===== config.mk =====
export PLATFORM = sky130hd
export DESIGN_NAME = game_ctrl_seq_flat
export DESIGN_NICKNAME = d
export VERILOG_FILES = /design/src/rtl/game_ctrl_if.sv /design/src/rtl/game_ctrl_seq.sv /design/src/flat_wrapper.sv
export SDC_FILE = /design/constraint.sdc
export NUM_CORES = 1
export LEC_CHECK = 0
export ABC_AREA = 0
export ABC_CLOCK_PERIOD_IN_PS = 5300
export BUFFER_PORTS_ARGS = -buffer_cell sky130_fd_sc_hd__buf_2
export CAP_MARGIN = 20
export CELL_PAD_IN_SITES_DETAIL_PLACEMENT = 0
export CELL_PAD_IN_SITES_GLOBAL_PLACEMENT = 1
export CORE_MARGIN = 4
export CORE_UTILIZATION = 42
export DETAILED_ROUTE_END_ITERATION = 8
export PLACE_DENSITY = 0.8
export RECOVER_POWER = 50
export SYNTH_ARGS = -nofsm -noshare
export SYNTH_HDL_FRONTEND = slang
export SYNTH_SLANG_ARGS = --single-unit

===== constraint.sdc =====
create_clock -name clk_sys -period 5.3 [get_ports clk_sys]
set_input_delay 0.795 -clock clk_sys [delete_from_list [all_inputs] [get_ports clk_sys]]
set_output_delay 0.795 -clock clk_sys [all_outputs]
set_load 0.1 [all_outputs]

===== src/rtl/game_ctrl_if.sv =====
// Control bundle between the OSD/user side and the game sequencer.
// master: drives requests (vs, cfg_game, cfg_opts, user_reset, serve_req)
//         and observes the chip-side pins.
// slave : the sequencer; consumes requests and drives chip_rst_n, game_sel,
//         opts, serve_n, busy.
interface game_ctrl_if;
  logic       vs;
  logic [2:0] cfg_game;
  logic [3:0] cfg_opts;
  logic       user_reset;
  logic       serve_req;
  logic       chip_rst_n;
  logic [7:0] game_sel;
  logic [3:0] opts;
  logic       serve_n;
  logic       busy;

  modport master (
    output vs, cfg_game, cfg_opts, user_reset, serve_req,
    input  chip_rst_n, game_sel, opts, serve_n, busy
  );

  modport slave (
    input  vs, cfg_game, cfg_opts, user_reset, serve_req,
    output chip_rst_n, game_sel, opts, serve_n, busy
  );
endinterface


===== src/rtl/game_ctrl_seq.sv =====
// Sequencer driving the ay38500NTSC control pins from OSD/user inputs.
// Any game/option change or user reset holds the chip in reset for a fixed
// number of frames, then settles before settings go live. Serve requests
// become fixed-length frame-counted pulses on the manual-serve pin.
// Ports:
//   clk_sys - system clock, all logic on posedge
//   reset   - synchronous active-low reset
//   bus     - game_ctrl_if.slave: vs, cfg_game, cfg_opts, user_reset,
//             serve_req in; chip_rst_n, game_sel, opts, serve_n, busy out
//
// state  | meaning
// HOLD   | chip held in reset, latching requested config each cycle
// SETTLE | chip released, waiting before serves are accepted
// RUN    | normal play, serve pulses generated
module game_ctrl_seq #(
  parameter int unsigned HOLD_FRAMES   = 4,
  parameter int unsigned SETTLE_FRAMES = 2,
  parameter int unsigned SERVE_FRAMES  = 3,
  parameter int unsigned CW            = 4
) (
  input  logic        clk_sys,
  input  logic        reset,
  game_ctrl_if.slave  bus
);
  typedef enum logic [1:0] {HOLD = 2'd0, SETTLE = 2'd1, RUN = 2'd2} state_t;

  localparam logic [CW-1:0] HOLD_C   = CW'(HOLD_FRAMES);
  localparam logic [CW-1:0] SETTLE_C = CW'(SETTLE_FRAMES);
  localparam logic [CW-1:0] SERVE_C  = CW'(SERVE_FRAMES);
  localparam logic [CW-1:0] ONE      = CW'(1);

  state_t        state, state_nx;
  logic [CW-1:0] cnt, cnt_nx;
  logic [CW-1:0] pulse, pulse_nx;
  logic [2:0]    app_game, app_game_nx, cfg_game_m;
  logic [3:0]    app_opts, app_opts_nx;
  logic          vs_d, srv_d, vs_rise, srv_rise, cfg_diff;
  logic          chip_rst_n_q, serve_n_q, busy_q;
  logic [7:0]    game_sel_q;
  logic [3:0]    opts_q;

  // Invalid game codes fall back to tennis so they never look like a change.
  assign cfg_game_m = (bus.cfg_game > 3'd4) ? 3'd0 : bus.cfg_game;
  assign vs_rise    = bus.vs & ~vs_d;
  assign srv_rise   = bus.serve_req & ~srv_d;
  assign cfg_diff   = {cfg_game_m, bus.cfg_opts} != {app_game, app_opts};

  always_comb begin
    state_nx    = state;
    cnt_nx      = cnt;
    pulse_nx    = pulse;
    app_game_nx = app_game;
    app_opts_nx = app_opts;
    case (state)
      HOLD: begin
        app_game_nx = cfg_game_m;
        app_opts_nx = bus.cfg_opts;
        pulse_nx    = '0;
        if (bus.user_reset) begin
          cnt_nx = HOLD_C;
        end else if (vs_rise) begin
          if (cnt == ONE) begin
            state_nx = SETTLE;
            cnt_nx   = SETTLE_C;
          end else begin
            cnt_nx = cnt - ONE;
          end
        end
      end
      SETTLE: begin
        pulse_nx = '0;
        if (bus.user_reset || cfg_diff) begin
          state_nx = HOLD;
          cnt_nx   = HOLD_C;
        end else if (vs_rise) begin
          if (cnt == ONE) state_nx = RUN;
          else            cnt_nx   = cnt - ONE;
        end
      end
      RUN: begin
        if (bus.user_reset || cfg_diff) begin
          state_nx = HOLD;
          cnt_nx   = HOLD_C;
          pulse_nx = '0;
        end else if (srv_rise && pulse == '0) begin
          pulse_nx = SERVE_C;
        end else if (vs_rise && pulse != '0) begin
          pulse_nx = pulse - ONE;
        end
      end
      default: begin
        state_nx = HOLD;
        cnt_nx   = HOLD_C;
        pulse_nx = '0;
      end
    endcase
  end

  // Outputs are registered from next-state values so each pin moves on the
  // cycle after its causing event, with no combinational path from inputs.
  always_ff @(posedge clk_sys) begin
    if (!reset) begin
      state        <= HOLD;
      cnt          <= HOLD_C;
      pulse        <= '0;
      app_game     <= 3'd0;
      app_opts     <= 4'd0;
      vs_d         <= 1'b0;
      srv_d        <= 1'b0;
      chip_rst_n_q <= 1'b0;
      game_sel_q   <= 8'h01;
      opts_q       <= 4'd0;
      serve_n_q    <= 1'b1;
      busy_q       <= 1'b1;
    end else begin
      state        <= state_nx;
      cnt          <= cnt_nx;
      pulse        <= pulse_nx;
      app_game     <= app_game_nx;
      app_opts     <= app_opts_nx;
      vs_d         <= bus.vs;
      srv_d        <= bus.serve_req;
      chip_rst_n_q <= (state_nx != HOLD);
      game_sel_q   <= 8'h01 << app_game_nx;
      opts_q       <= app_opts_nx;
      serve_n_q    <= ~((state_nx == RUN) & (app_opts_nx[3] | (pulse_nx != '0)));
      busy_q       <= (state_nx != RUN);
    end
  end

  assign bus.chip_rst_n = chip_rst_n_q;
  assign bus.game_sel   = game_sel_q;
  assign bus.opts       = opts_q;
  assign bus.serve_n    = serve_n_q;
  assign bus.busy       = busy_q;
endmodule

===== src/flat_wrapper.sv =====
// flat-port wrapper written by rule: the top's interface ports become plain ports
module game_ctrl_seq_flat 
#(
  parameter int unsigned HOLD_FRAMES   = 4,
  parameter int unsigned SETTLE_FRAMES = 2,
  parameter int unsigned SERVE_FRAMES  = 3,
  parameter int unsigned CW            = 4
)
  (clk_sys, reset, bus_vs, bus_cfg_game, bus_cfg_opts, bus_user_reset, bus_serve_req, bus_chip_rst_n, bus_game_sel, bus_opts, bus_serve_n, bus_busy);
  game_ctrl_if bus_i ();
  input  logic clk_sys;
  input  logic reset;
  input wire logic [$bits(bus_i.vs)-1:0] bus_vs;
  input wire logic [$bits(bus_i.cfg_game)-1:0] bus_cfg_game;
  input wire logic [$bits(bus_i.cfg_opts)-1:0] bus_cfg_opts;
  input wire logic [$bits(bus_i.user_reset)-1:0] bus_user_reset;
  input wire logic [$bits(bus_i.serve_req)-1:0] bus_serve_req;
  output wire logic [$bits(bus_i.chip_rst_n)-1:0] bus_chip_rst_n;
  output wire logic [$bits(bus_i.game_sel)-1:0] bus_game_sel;
  output wire logic [$bits(bus_i.opts)-1:0] bus_opts;
  output wire logic [$bits(bus_i.serve_n)-1:0] bus_serve_n;
  output wire logic [$bits(bus_i.busy)-1:0] bus_busy;
  assign bus_i.vs = bus_vs;
  assign bus_i.cfg_game = bus_cfg_game;
  assign bus_i.cfg_opts = bus_cfg_opts;
  assign bus_i.user_reset = bus_user_reset;
  assign bus_i.serve_req = bus_serve_req;
  assign bus_chip_rst_n = bus_i.chip_rst_n;
  assign bus_game_sel = bus_i.game_sel;
  assign bus_opts = bus_i.opts;
  assign bus_serve_n = bus_i.serve_n;
  assign bus_busy = bus_i.busy;
  game_ctrl_seq #(.HOLD_FRAMES(HOLD_FRAMES), .SETTLE_FRAMES(SETTLE_FRAMES), .SERVE_FRAMES(SERVE_FRAMES), .CW(CW)) u_core (.clk_sys(clk_sys), .reset(reset), .bus(bus_i));
endmodule

# Word level (Yosys, flattened, before mapping)

Index checks and enable logic that the tools add are counted.

Add/sub/neg operators: 2
$lt $le $gt $ge: 1
Eq/ne operators: 10
Shift-type cells: 1
Multiplexer cells: 23
Bitwise operators: 7
Reduce and logical (&&, ||, !) cells: 9

Operators by type and width:

| kind                  | count |
|---|---|
| $mux W4               | 12 |
| $mux W2               | 7 |
| $pmux W4 S3           | 1 |
| $reduce_bool A4 Y1    | 2 |
| $shl A1 B3 Y8 const A | 1 |
| $sub A4 B1 Y4 const B | 2 |
| $ne A7 B7 Y1          | 1 |
| $mux W3               | 2 |
| $ne A3 B2 Y1 const B  | 2 |
| $pmux W2 S3           | 1 |
| $eq A2 B2 Y1 const B  | 2 |
| $eq A4 B1 Y1 const B  | 1 |
| $logic_not A4 Y1      | 1 |
| $reduce_and A4 Y1     | 1 |
| $and A1 B1 Y1         | 3 |
| $gt A3 B3 Y1 const B  | 1 |
| $ne A3 B1 Y1 const B  | 1 |
| $not A1 Y1            | 3 |
| $eq A2 B1 Y1 const B  | 1 |
| $logic_and A1 B1 Y1   | 2 |
| $logic_not A2 Y1      | 1 |
| $ne A2 B1 Y1 const B  | 1 |
| $ne A2 B2 Y1 const B  | 1 |
| $reduce_bool A2 Y1    | 1 |
| other kinds (2)       | 2 |

Register bits: 30
Input bits: 12
Output and inout bits: 15

# Logic depth before layout (Yosys ltp)

Depth after elaboration: 11
Mapped depth: 8

# Least setup slack after synthesis

OpenSTA, ideal clock, no wires.

Path kind: register -> register
Start: reg u_core.app_opts[1]
End: reg u_core.cnt[3]
Library setup time: 122 ps
Arrival: 2,224 ps
Required time: 5,178 ps
Slack: 2,954 ps
Cell stages (with the launch flop): 7
Buffers on the path: 0
Period minus slack after synthesis: 2,346 ps
Path through: dfxtp_1 xor2_1 nor4_2 nand4_4 a21oi_1 nor3_1 a311o_1

Cells in the longest elaborated chain, start to end: 4
Elaborated cells on any way between the ends: 8
Those cells by class: eq/ne: 4; mux: 2; reduce/logical: 2

Ends and longest elaborated chain:

| what                                                              | RTL line                                 | source |
|---|---|---|
| start: declaration                                                | game_ctrl_seq.sv:36                      | `logic [3:0] app_opts, app_opts_nx;` |
| start signal: assignment                                          | game_ctrl_seq.sv:120                     | `app_opts <= app_opts_nx;` |
| $ne A7 B7 Y1 (*)                                                  | game_ctrl_seq.sv:46                      | `assign cfg_diff = {cfg_game_m, bus.cfg_opts} != {app_game, app_opts};` |
| $logic_or A1 B1 Y1 (*)                                            | game_ctrl_seq.sv:72, game_ctrl_seq.sv:81 |  |
| $ne A3 B1 Y1 (no source line) (tied with other cells)             | --                                       |  |
| $reduce_and A4 Y1 (no source line) or $pmux W4 S3 (tied branches) | --                                       |  |
| end signal: assignment                                            | game_ctrl_seq.sv:117                     | `cnt <= cnt_nx;` |
| end: declaration                                                  | game_ctrl_seq.sv:33                      | `logic [CW-1:0] cnt, cnt_nx;` |

Every way passes the cells marked *; elsewhere a longest branch is shown, timed or not.
A chain may end at the register's enable or synchronous reset.

# Final worst setup path

Start: reg u_core.game_sel_q[7], in the netlist u_core.bus.game_sel[7]
End: out bus_game_sel[7]

RTL lines:

| what                     | RTL line             | source |
|---|---|---|
| start: declaration       | game_ctrl_seq.sv:39  | `logic [7:0] game_sel_q;` |
| start signal: assignment | game_ctrl_seq.sv:124 | `game_sel_q <= 8'h01 << app_game_nx;` |
| end: declaration         | flat_wrapper.sv:19   | `output wire logic [$bits(bus_i.game_sel)-1:0] bus_game_sel;` |

No word-level cell between the ends.

==> impl_metrics.toml <==
[run_status]
outcome = "finished clean"

[setup_path]
worstSetupPathType = "reg -> out"
crit_path_max_fanout = 1
timing.critical_path.slowest_cell_delay_ns = 0.85
standard_cell_with_the_maximum_stage_delay_on_the_critical_path = "clkbuf_1"
path_buf_inv = 1
crit_family = "buffers and inverters"
cp_cell_sequence = "clkbuf_1"
type_of_origin_of_the_critical_path = "flip-flop"
critical_path_arrival_ns = 1.48
data_required_time_at_the_worst_endpoint_ns = 4.51
timing.critical_path.to_type = "output port"

[pwr]
power_density_nw_per_um2 = 266
p_leak_nw = 0.674
ir_worst_vdd_uv = 165

[die]
fp.dieW_microns = 66.4
core_region_area_sq_um = 3150
boundaryPins = 27
core.rowCount = 20
total_die_area_sq_um = 4410
starting_density_pct = 45.5
die_height_microns = 66.4

[synthesis]
synth.avg_cell_area_sq_um = 8.80
synth_enable_flop_cells = 0
synth.largest_area_cell = "dfxtp_1"
synth_simple_gate_area_share_pct = 29.6
post_synth_num_cell_types = 44
area_share_of_the_largest_cell_type_after_synthesis_pct = 41.9
yosys_warnings = 0
seq_area_frac_synth_pct = 41.9
synthAdderAreaFrac_pct = 2.62
synth-seq-cells = 30
synth_top_family_by_area = "simple AND/OR/NAND/NOR gates"
synth.net_count = 178
post_synth_instance_area_sq_um = 1430
postSynthCellCount = 163
synth-compound-area-share_pct = 16.1
synth-xor-area-share_pct = 4.89
synth-async-reset-ratio_pct = 0
synth_top_cells_by_area = "dfxtp_1 (42%), nand2_1 (6.0%), nor2_1 (4.5%)"
synth_ff_type = "dfxtp_1"
synth.area.mux_share_pct = 2.09

[global_route]
grt_use_total_pct = 14.7
maximum_number_of_pins_on_one_net_before_global_route_repair = 14
grt.overflow.total = 0
antenna_found_initial = 0
via_count_of_the_first_global_routing_pass = 1128
global_route_wire_length_before_repair_microns = 4950

[sta]
finalHoldViolations = 0
max_freq_ghz = 0.439
report.final.slew_viol_count = 0
min_period_ns = 2.28
fin_worst_hold_slack_ns = 0.502
timing.final.crit_share_pct = 43.0
max_slew_margin_pct = 22.7
final.setup_skew_ns = 0.00367
postLayoutSetupSlackWorst_ns = 3.02
worst_slew_pin_slew_ns = 1.16
grt_setup_unrepaired = "false"
setup_viol = 0
fin_setup_tns_ns = 0

[clock_network]
post_cts_resized = 0
clk_latency_ns = 0.32
cts_num_sinks = 30
hold_buffers = 0
tritoncts.num_buffers = 5
htreeDepth = 2
worst_setup_hold_path_clk_slew_ns = 0.09
post_cts_buffers = 0
clock-root-buffer = "clkbuf_4"
maximum_number_of_buffers_from_clock_root_to_sink = 2
cts_tree = "yes"

[layout]
nFillCells = 335
antenna_cells = 0
layout.nets = 207
layout_common_cells = "dfxtp_1 (30), nand2_1 (23), buf_2 (22), nor2_1 (17), nand2b_1 (8)"
area.growth.synth_to_final_pct = 15.7
design_area_sq_um = 1660
post_route_cells_drive_above_1_share_pct = 19.2
layout.cells.most_common = "dfxtp_1"

[detailed_routing]
dr.first_iter.drc_count = 40
drcViolationCount = 0
wire_per_inst_microns = 12.2
post_drt_antenna_nets = 0
via_per_inst = 5.03
vias = 1191
routed_wire_length_microns = 2880
detailedRoute.firstPassIterationCount = 4

[job]
cap_viol_max_count = 0

[placement]
dp_slack_ns = 2.85
hpwlAfterDp_microns = 2300
post_dp_cell_area_sq_um = 1600
buffer_ports.inserted = 26
place.gp.congestion = 0.819

[worst_hold_path]
min_path_type = "reg -> reg"
[layout make-up]
class | instances | area (sq um) | area share [%]
inverters | 7 | 26.3 | 1.58
multi-input cells | 122 | 792 | 47.7
clock buffers | 7 | 55.1 | 3.32
flip-flops and latches | 30 | 601 | 36.2
well taps | 44 | 55.1 | 3.32
clock inverters | 1 | 5.00 | 0.302
repair buffers | 26 | 125 | 7.54
[Yosys cell counts, drive strengths merged, types with 2 or more instances]
library cell / count
dfxtp: 30
nand2: 23
nor2: 17
nand2b: 8
inv: 7
nor3: 7
xor2: 7
o21ai: 6
a21oi: 5
and2: 4
clkbuf: 4
a211o: 3
a21boi: 3
ha: 3
mux2i: 3
o21a: 3
or2: 3
a221oi: 2
nand3b: 2
nand4b: 2
nor2b: 2
or3: 2
[sequential cells by signal (all words and copies together), names as in the netlist]
| name | cells |
|---|---|
| u_core.srv_d | 1 |
| u_core.pulse | 4 |
| u_core.bus.busy | 1 |
| u_core.bus.serve_n | 1 |
| u_core.state | 2 |
| u_core.app_game | 3 |
| u_core.vs_d | 1 |
| u_core.bus.chip_rst_n | 1 |
| u_core.cnt | 4 |
| u_core.bus.game_sel | 8 |
| u_core.app_opts | 4 |
[power by group]
part            total, W  internal, W  switching [W]  leakage, nW
clock network   0.000137    0.0000642      0.0000725       0.0353
registers       0.000237     0.000232     0.00000521        0.245
logic          0.0000674    0.0000198      0.0000476        0.394
[stage by stage]
stage,util [%],power (W),cells
floorplan,-,0.000294,163
global placement,50.9,0.000310,229
detailed placement,50.9,0.000311,229
CTS,52.8,0.000447,237
global route,52.6,0.000464,237
finish,52.6,0.000441,237
[worst paths after layout]
| kind | end | from | cells after the start | slack [ns] |
|---|---|---|---|---|
| hold / removal | u_core.app_opts[0] | u_core.app_opts[0] | 2 | 0.50 |
| setup reg to reg | u_core.bus.chip_rst_n | u_core.cnt[1] | 8 | 3.37 |
| hold reg to reg | u_core.app_opts[0] | u_core.app_opts[0] | 2 | 0.50 |
| setup / recovery | bus_game_sel[7] | u_core.bus.game_sel[7] | 1 | 3.02 |
[cells by family after synthesis]
logic type                 Yosys count
muxes                                3
AOI/OAI and AO/OA                   31
DFF                                 30
adders and majority gates            3
and+or+nand+nor                     77
xor gates and xnor gates             8
buffers and inverters               11
[layer usage]
metal	vias up	track usage, %	wire length (microns)
met1	531	19.5	1470
met3	5	5.27	165
met2	29	21.7	1200
li1	626	-	-
met5	-	0	0
met4	0	5.33	46
No activity file was read; power rests on OpenSTA's default activity.
